$ cat src/rtl/div_5x4_seq_ctrl.sv
// Sequential wrapper around the combinational 5-bit / 4-bit divider:
// operand handshake, settle timer, remainder and consistency check.
module div_5x4_seq_ctrl #(
  parameter int unsigned SETTLE_CYCLES = 1
) (
  input  logic       clk,
  input  logic       rst,
  input  logic       in_valid,
  output logic       in_ready,
  input  logic [4:0] in_a,
  input  logic [3:0] in_b,
  output logic [4:0] div_a,
  output logic [3:0] div_b,
  input  logic [4:0] div_q,
  output logic       out_valid,
  input  logic       out_ready,
  output logic [4:0] out_q,
  output logic [3:0] out_r,
  output logic       out_dz,
  output logic       out_zero,
  output logic       out_chk_err,
  output logic       busy
);

  typedef enum logic [1:0] {
    IDLE,
    WAIT,
    DONE
  } state_t;

  localparam logic [3:0] CNT_INIT = 4'(SETTLE_CYCLES - 1);

  state_t     state_q;
  logic [4:0] a_q;
  logic [3:0] b_q;
  logic [3:0] cnt_q;
  logic [4:0] q_q;
  logic [3:0] r_q;
  logic       dz_q;
  logic       zero_q;
  logic       chk_q;
  logic       valid_q;

  logic [8:0] prod;
  logic [8:0] a9;
  logic [8:0] diff;
  logic [3:0] r_d;
  logic       chk_d;

  // Product width covers 31*15, so the comparison against a never wraps.
  always_comb begin
    prod  = {4'b0, div_q} * {5'b0, b_q};
    a9    = {4'b0, a_q};
    diff  = a9 - prod;
    r_d   = 4'd0;
    chk_d = 1'b0;
    if (prod > a9) begin
      chk_d = 1'b1;
    end else begin
      r_d   = diff[3:0];
      chk_d = (diff >= {5'b0, b_q});
    end
  end

  always_ff @(posedge clk) begin
    if (rst) begin
      state_q <= IDLE;
      a_q     <= '0;
      b_q     <= '0;
      cnt_q   <= '0;
      q_q     <= '0;
      r_q     <= '0;
      dz_q    <= 1'b0;
      zero_q  <= 1'b0;
      chk_q   <= 1'b0;
      valid_q <= 1'b0;
    end else begin
      unique case (state_q)
        IDLE: begin
          if (in_valid) begin
            a_q <= in_a;
            b_q <= in_b;
            if (in_b == 4'd0) begin
              q_q     <= '0;
              r_q     <= '0;
              dz_q    <= 1'b1;
              zero_q  <= 1'b1;
              chk_q   <= 1'b0;
              valid_q <= 1'b1;
              state_q <= DONE;
            end else begin
              cnt_q   <= CNT_INIT;
              state_q <= WAIT;
            end
          end
        end
        WAIT: begin
          if (cnt_q != 4'd0) begin
            cnt_q <= cnt_q - 4'd1;
          end else begin
            q_q     <= div_q;
            r_q     <= r_d;
            dz_q    <= 1'b0;
            zero_q  <= (div_q == 5'd0);
            chk_q   <= chk_d;
            valid_q <= 1'b1;
            state_q <= DONE;
          end
        end
        DONE: begin
          if (out_ready) begin
            valid_q <= 1'b0;
            state_q <= IDLE;
          end
        end
        default: state_q <= IDLE;
      endcase
    end
  end

  assign in_ready    = (state_q == IDLE) && !rst;
  assign busy        = (state_q != IDLE);
  assign div_a       = a_q;
  assign div_b       = b_q;
  assign out_valid   = valid_q;
  assign out_q       = q_q;
  assign out_r       = r_q;
  assign out_dz      = dz_q;
  assign out_zero    = zero_q;
  assign out_chk_err = chk_q;

endmodule

$ cat config.mk
export PLATFORM = sky130hd
export DESIGN_NAME = div_5x4_seq_ctrl
export DESIGN_NICKNAME = d
export VERILOG_FILES = /design/src/rtl/div_5x4_seq_ctrl.sv
export SDC_FILE = /design/constraint.sdc
export NUM_CORES = 1
export LEC_CHECK = 0
export CORE_MARGIN = 5
export CORE_UTILIZATION = 43
export DETAILED_ROUTE_END_ITERATION = 10
export PLACE_DENSITY = 0.72
export SKIP_LAST_GASP = 1
export SLEW_MARGIN = 15
export SYNTH_ARGS = -nofsm -noshare
export SYNTH_HDL_FRONTEND = slang
export SYNTH_SLANG_ARGS = --single-unit
$ cat constraint.sdc
create_clock -name clk -period 8.7 [get_ports clk]
set_input_delay 1.305 -clock clk [delete_from_list [all_inputs] [get_ports clk]]
set_output_delay 1.305 -clock clk [all_outputs]
set_load 0.02 [all_outputs]
# After elaboration in Yosys (flattened, before gate mapping)
# Index checks and enable logic that the tools add are counted.
# word_totals
word_cells,69
output_inout_bits,24
mem_bits_ro,0
n_memories,0
regBits,28
latch_bits,0
ramBits,0
inputBits,18
# classes
n_shift,0
reduce_logical,14
eq_ne,8
div_mod_pow,0
n_mul,1
muxes,32
add_sub_neg,2
magnitude_cmp,2
bitwise_logic,0
# op_table
op,count
$mux W4,7
$pmux W4 S2,2
$mux W5,3
$ne A2 B2 Y1 const B,6
$mux W1,10
$pmux W5 S2,1
$ge A9 B4 Y1,1
$gt A9 B5 Y1,1
$mul A5 B4 Y9,1
$sub A5 B9 Y9,1
$mux W2,4
$reduce_and A4 Y1,2
$pmux W1 S2,3
$pmux W2 S3,1
$logic_not A5 Y1,1
$reduce_and A5 Y1,1
$logic_not A4 Y1,1
$reduce_bool A2 Y1,2
$reduce_bool A4 Y1,1
$sub A4 B1 Y4 const B,1
$pmux W1 S3,1
$reduce_and A3 Y1,1
$reduce_bool A3 Y1,1
$eq A2 B1 Y1 const B,1
other kinds (5),5

# Logic depth before layout (Yosys ltp)
# depth
depth_word,6
ltp_mapped,14
mapped_depth_nobuf,14

# Worst setup path after synthesis
# OpenSTA, ideal clock, no wires.
# synth_path
path_kind,input to register
startpoint,input div_q[0]
endpoint,"register chk_q, in the netlist out_chk_err"
n_path_buf,0
arrival_time_ns,4.162
setup_ns,0.086
slack_ns,4.452
required_time_ns,8.614
cell_stages,13
path_cell_list,nand2_1 -> fa_1 -> inv_1 -> fa_1 -> inv_1 -> fa_1 -> ha_1 -> xor2_1 -> ha_1 -> inv_1 -> o21ai_1 -> a31oi_1 -> a211oi_1
# synth_via
elab_chain_len,6
word_cells_on_any_way,7
cone_classes,add/sub: 1; mul: 1; order compare: 2; mux: 3
# synth_rtl
element,line_no,text
from (decl),14,"input logic [4:0] div_q,"
$mul A5 B4 Y9 *,52,"prod = {4'b0, div_q} * {5'b0, b_q};"
$sub A5 B9 Y9,54,diff = a9 - prod;
$ge A9 B4 Y1,61,"chk_d = (diff >= {5'b0, b_q});"
$mux W1 *,57,if (prod > a9) begin
$mux W1 *,98,if (cnt_q != 4'd0) begin
$pmux W1 S2 *,78,unique case (state_q)
to (signal assigned),105,chk_q <= chk_d;
to (decl),41,logic chk_q;
# Every way passes the cells marked *; elsewhere a longest branch is shown, timed or not. The select of a mux whose other input is x is not followed.
# A chain may end at the register's enable or synchronous reset.

# Final worst setup path
# layout_path
startpoint,input div_q[0]
endpoint,"register r_q[1], in the netlist out_r[1]"
# layout_via
elab_chain_len,5
word_cells_on_any_way,6
cone_classes,add/sub: 1; mul: 1; order compare: 1; mux: 3
# layout_rtl
element,line_no,text
$mul A5 B4 Y9 *,52,
$sub A5 B9 Y9 / $gt A9 B5 Y1 (equally long branches),"54, 57",
$mux W4 *,57,
$mux W4 *,98,
$pmux W4 S2 *,78,
to (signal assigned),102,r_q <= r_d;
to (decl),38,logic [3:0] r_q;
# Marks and branches as above.

==> summary.txt <==
Clock tree
  • Clk slew on worst S/H paths: 0.09 ns
  • Setup bufs post-CTS: 0
  • Root buf cell: clkbuf_8
  • CTS Sinks: 28
  • Clock buffer depth: 2
  • CTS Buf Count: 3
  • H-tree Lvls: 1
  • Post-cts resize count: 0
  • Hold Buf Count CTS: 0
  • Worst-Skew Late Latency: 0.27 ns
  • CTS tree: built

Hold path
  • Hold Path Sink: out_r[0]
  • Hold_sp: out_r[0]
  • Hold Path Class: flip-flop to flip-flop
  • Hold path cells: 2

Place
  • Post-DP HPWL: 3.898 mm
  • IO Port Bufs: 41
  • Pre-CTS setup slack: 3.615 ns
  • Gp weighted congestion: 0.8562
  • Cells after DPL: 354

Worst setup path
  • CP cell instances: clkdlybuf4s50_1 > nand2_1 > fa_1 > inv_1 > fa_1 > inv_1 > fa_1 > xor2_1 > ha_1 > a41oi_1 > a211oi_1 > nand2_1 > o21ai_1
  • Top cell by count, worst path: fa_1
  • Worst R2R Start: div_b[3]
  • Crit Reg-Reg Endpoint: out_r[1]
  • Crit path max fanout: 6
  • CP Depth: 13
  • CP Class: primary input to flip-flop
  • CP top delay family: adder cells
  • Worst reg2reg path depth: 12
  • Delay of the slowest cell on the worst path: 0.57 ns
  • Worst EP required: 8.91 ns
  • Critical Path Sink Type: flip-flop
  • CP Launch Type: primary input
  • CP arrival: 5.02 ns
  • WP buf/inv: 3
  • Register-to-register setup slack: 5.01 ns
  • Crit-path slowest cell: clkdlybuf4s50_1

Finish
  • Layout cells sized above 1: 0.04828
  • Final non-filler cell total: 357
  • Final nets: 341
  • FILL cells: 454
  • Final core utilization: 0.5507
  • Area growth from synthesis to layout: 24.05%
  • Antenna cells: 0

STA
  • Final period utilization: 0.5529
  • Final setup viols: 0
  • Relative slew slack: 0.3796
  • Worst-Margin Slew: 0.9265 ns
  • Pins over their slew limit: 0
  • RSZ-0062 raised after global routing: no
  • Clock Skew: 0.005837 ns
  • Setup TNS: 0 ns
  • Hold Vio Cnt, Final: 0
  • Final worst slack: 3.889 ns
  • Min Tclk post-route: 4.811 ns
  • Fmax: 207.9 MHz

Floorplan
  • I/O Pins: 42
  • Die height: 79.84 µm
  • Initial Utilization: 0.4440
  • Num rows: 25
  • Core area: 4723 µm²
  • Die ar.: 6374 µm²
  • Die Width: 79.84 µm

Power and ir drop
  • Int Power: 0.2555 mW
  • NetSw: 0.1523 mW
  • Pleak: 1.052 nW
  • Clock share of power: 0.169
  • Sequential share of power: 0.376
  • Comb power frac: 0.455
  • Peak VDD IR: 0.0001396 V
  • Post-route total power: 0.4078 mW
  • Pwr Density: 156.8 nW/µm²
  • Switching fraction of total power: 0.3734

Yosys
  • Syn nets: 300
  • Yosys top cell area share: 0.2673
  • Cells after synthesis: 251
  • Number of enable flip-flop cells after synthesis: 0
  • Post-synthesis sequential area ratio: 0.2673
  • Synth area leaders: dfxtp_1, ha_1, fa_1
  • Mapped Area: 2097 µm²
  • Avg Cell Area, Syn: 8.355 µm²
  • Synth unique cells: 42
  • Yosys Warn Count: 0
  • Dominant synthesized flop cell: dfxtp_1
  • Cell taking the most area after synthesis: dfxtp_1
  • Synth async-reset ratio: 0
  • Synth Register Bits: 28

GRT
  • Largest net degree at the start of global routing: 28
  • Global Route Usage Sum: 0.1601
  • Overflow after GRT: 0
  • First-pass GRT wire length: 8.280 mm
  • Number of global-route vias before repair: 1820
  • Initial antenna violation count: 0

Drt
  • Total wire length: 4.839 mm
  • DRC violation total after the first TritonRoute iteration: 69
  • Final ANT Viol Nets: 0
  • DRT Pass-1 Iters: 4
  • Vias/cell: 5.126
  • Via Count: 1830
  • DRC viols: 0
  • Routed wire per std cell: 13.55 µm

Status
  • Status: finished, final reports clean

Flow run
  • Max cap viols: 0
worst max path at each step:
stage | startpoint | endpoint
after floorplan | div_q[0] | out_chk_err
after global placement | div_q[0] | out_chk_err
after detailed placement | div_q[0] | out_r[1]
after CTS | div_q[0] | out_r[1]
after global routing | div_q[0] | out_r[1]
final | div_q[0] | out_r[1]
synthesized netlist by cell type, types with 2 or more instances:
cell type,n
a211oi_1,6
a21o_1,2
a21oi_1,21
a22oi_1,5
a31o_1,2
a31oi_1,2
and2_1,19
buf_4,2
clkbuf_1,2
dfxtp_1,28
fa_1,7
ha_1,24
inv_1,23
mux2i_1,2
nand2_1,32
nand2b_1,4
nor2_1,25
nor2b_1,4
nor3_1,4
nor3b_2,2
nor4_4,2
o21a_1,3
o21ai_0,4
o21ai_1,6
or3_1,2
xor2_1,2
placed cells by master, fill, tap and decap left out, types with 7 or more instances in the layout:
cell	instances
nand2_1	32
and2_1	19
inv_1	23
clkdlybuf4s50_1	41
dfxtp_1	28
ha_1	24
nor2_1	25
a21oi_1	21
fa_1	7
stage by stage:
| stage | instance area, µm² | hold WS, ns |
|---|---|---|
| 2_1_floorplan | 2097 | 0.4610 |
| 3_3_place_gp | 2560 | 0.4469 |
| 3_5_place_dp | 2560 | 0.4437 |
| 4_1_cts | 2601 | 0.4583 |
| 5_1_grt | 2601 | 0.4901 |
| 6_report | 2601 | 0.4534 |
worst min-delay path: cells and delay by family (launching register included):
| family | cells | cell delay, ns |
|---|---|---|
| DFF | 1 | 0.32 |
| and+or+nand+nor | 1 | 0.05 |
| AOI/OAI and AO/OA | 1 | 0.05 |
cell type report:
type                            instances  area, µm²  area share
Multi-Input combinational cell        194       1411      0.5426
Sequential cell                        28      560.5      0.2155
Timing Repair Buffer                   42      417.9      0.1607
Inverter                               23      86.33     0.03319
Tap cell                               67      83.83     0.03223
Clock buffer                            3      41.29     0.01587
per-layer routing:
| layer | part of all wire | global-route usage | up-vias |
|---|---|---|---|
| met5 | 0 | 0 | - |
| met4 | 0.013 | 0.03209 | 0 |
| met3 | 0.042 | 0.02144 | 6 |
| met2 | 0.50 | 0.2880 | 39 |
| met1 | 0.45 | 0.2037 | 852 |
| li1 | - | - | 933 |
flip-flops by register name, indices dropped and copies added (netlist names):
register,flops
out_q,5
out_r,4
out_valid,1
out_zero,1
out_dz,1
out_chk_err,1
state_q,2
div_b,4
cnt_q,4
div_a,5
power groups by stage:
| stage | logic [mW] | clock network (mW) | registers (mW) |
|---|---|---|---|
| 2_1_floorplan | 0.118 | 0 | 0.164 |
| 3_3_place_gp | 0.181 | 0 | 0.156 |
| 3_5_place_dp | 0.186 | 0 | 0.156 |
| 4_1_cts | 0.188 | 0.0741 | 0.153 |
| 5_1_grt | 0.208 | 0.0802 | 0.155 |
| 6_report | 0.186 | 0.0690 | 0.153 |
logic make-up (layout without fill, tap and decap cells):
family | Yosys count | in the layout | share of synthesized area
buffers and inverters | 29 | 68 | 0.05966
XOR/XNOR | 3 | 3 | 0.01253
multiplexers | 3 | 3 | 0.01492
AO/OA/AOI/OAI | 59 | 59 | 0.1897
adder cells (fa/ha/maj) | 31 | 31 | 0.2100
flip-flops | 28 | 28 | 0.2673
AND/OR/NAND/NOR | 98 | 98 | 0.2458
(Power assumes the default switching activity.)
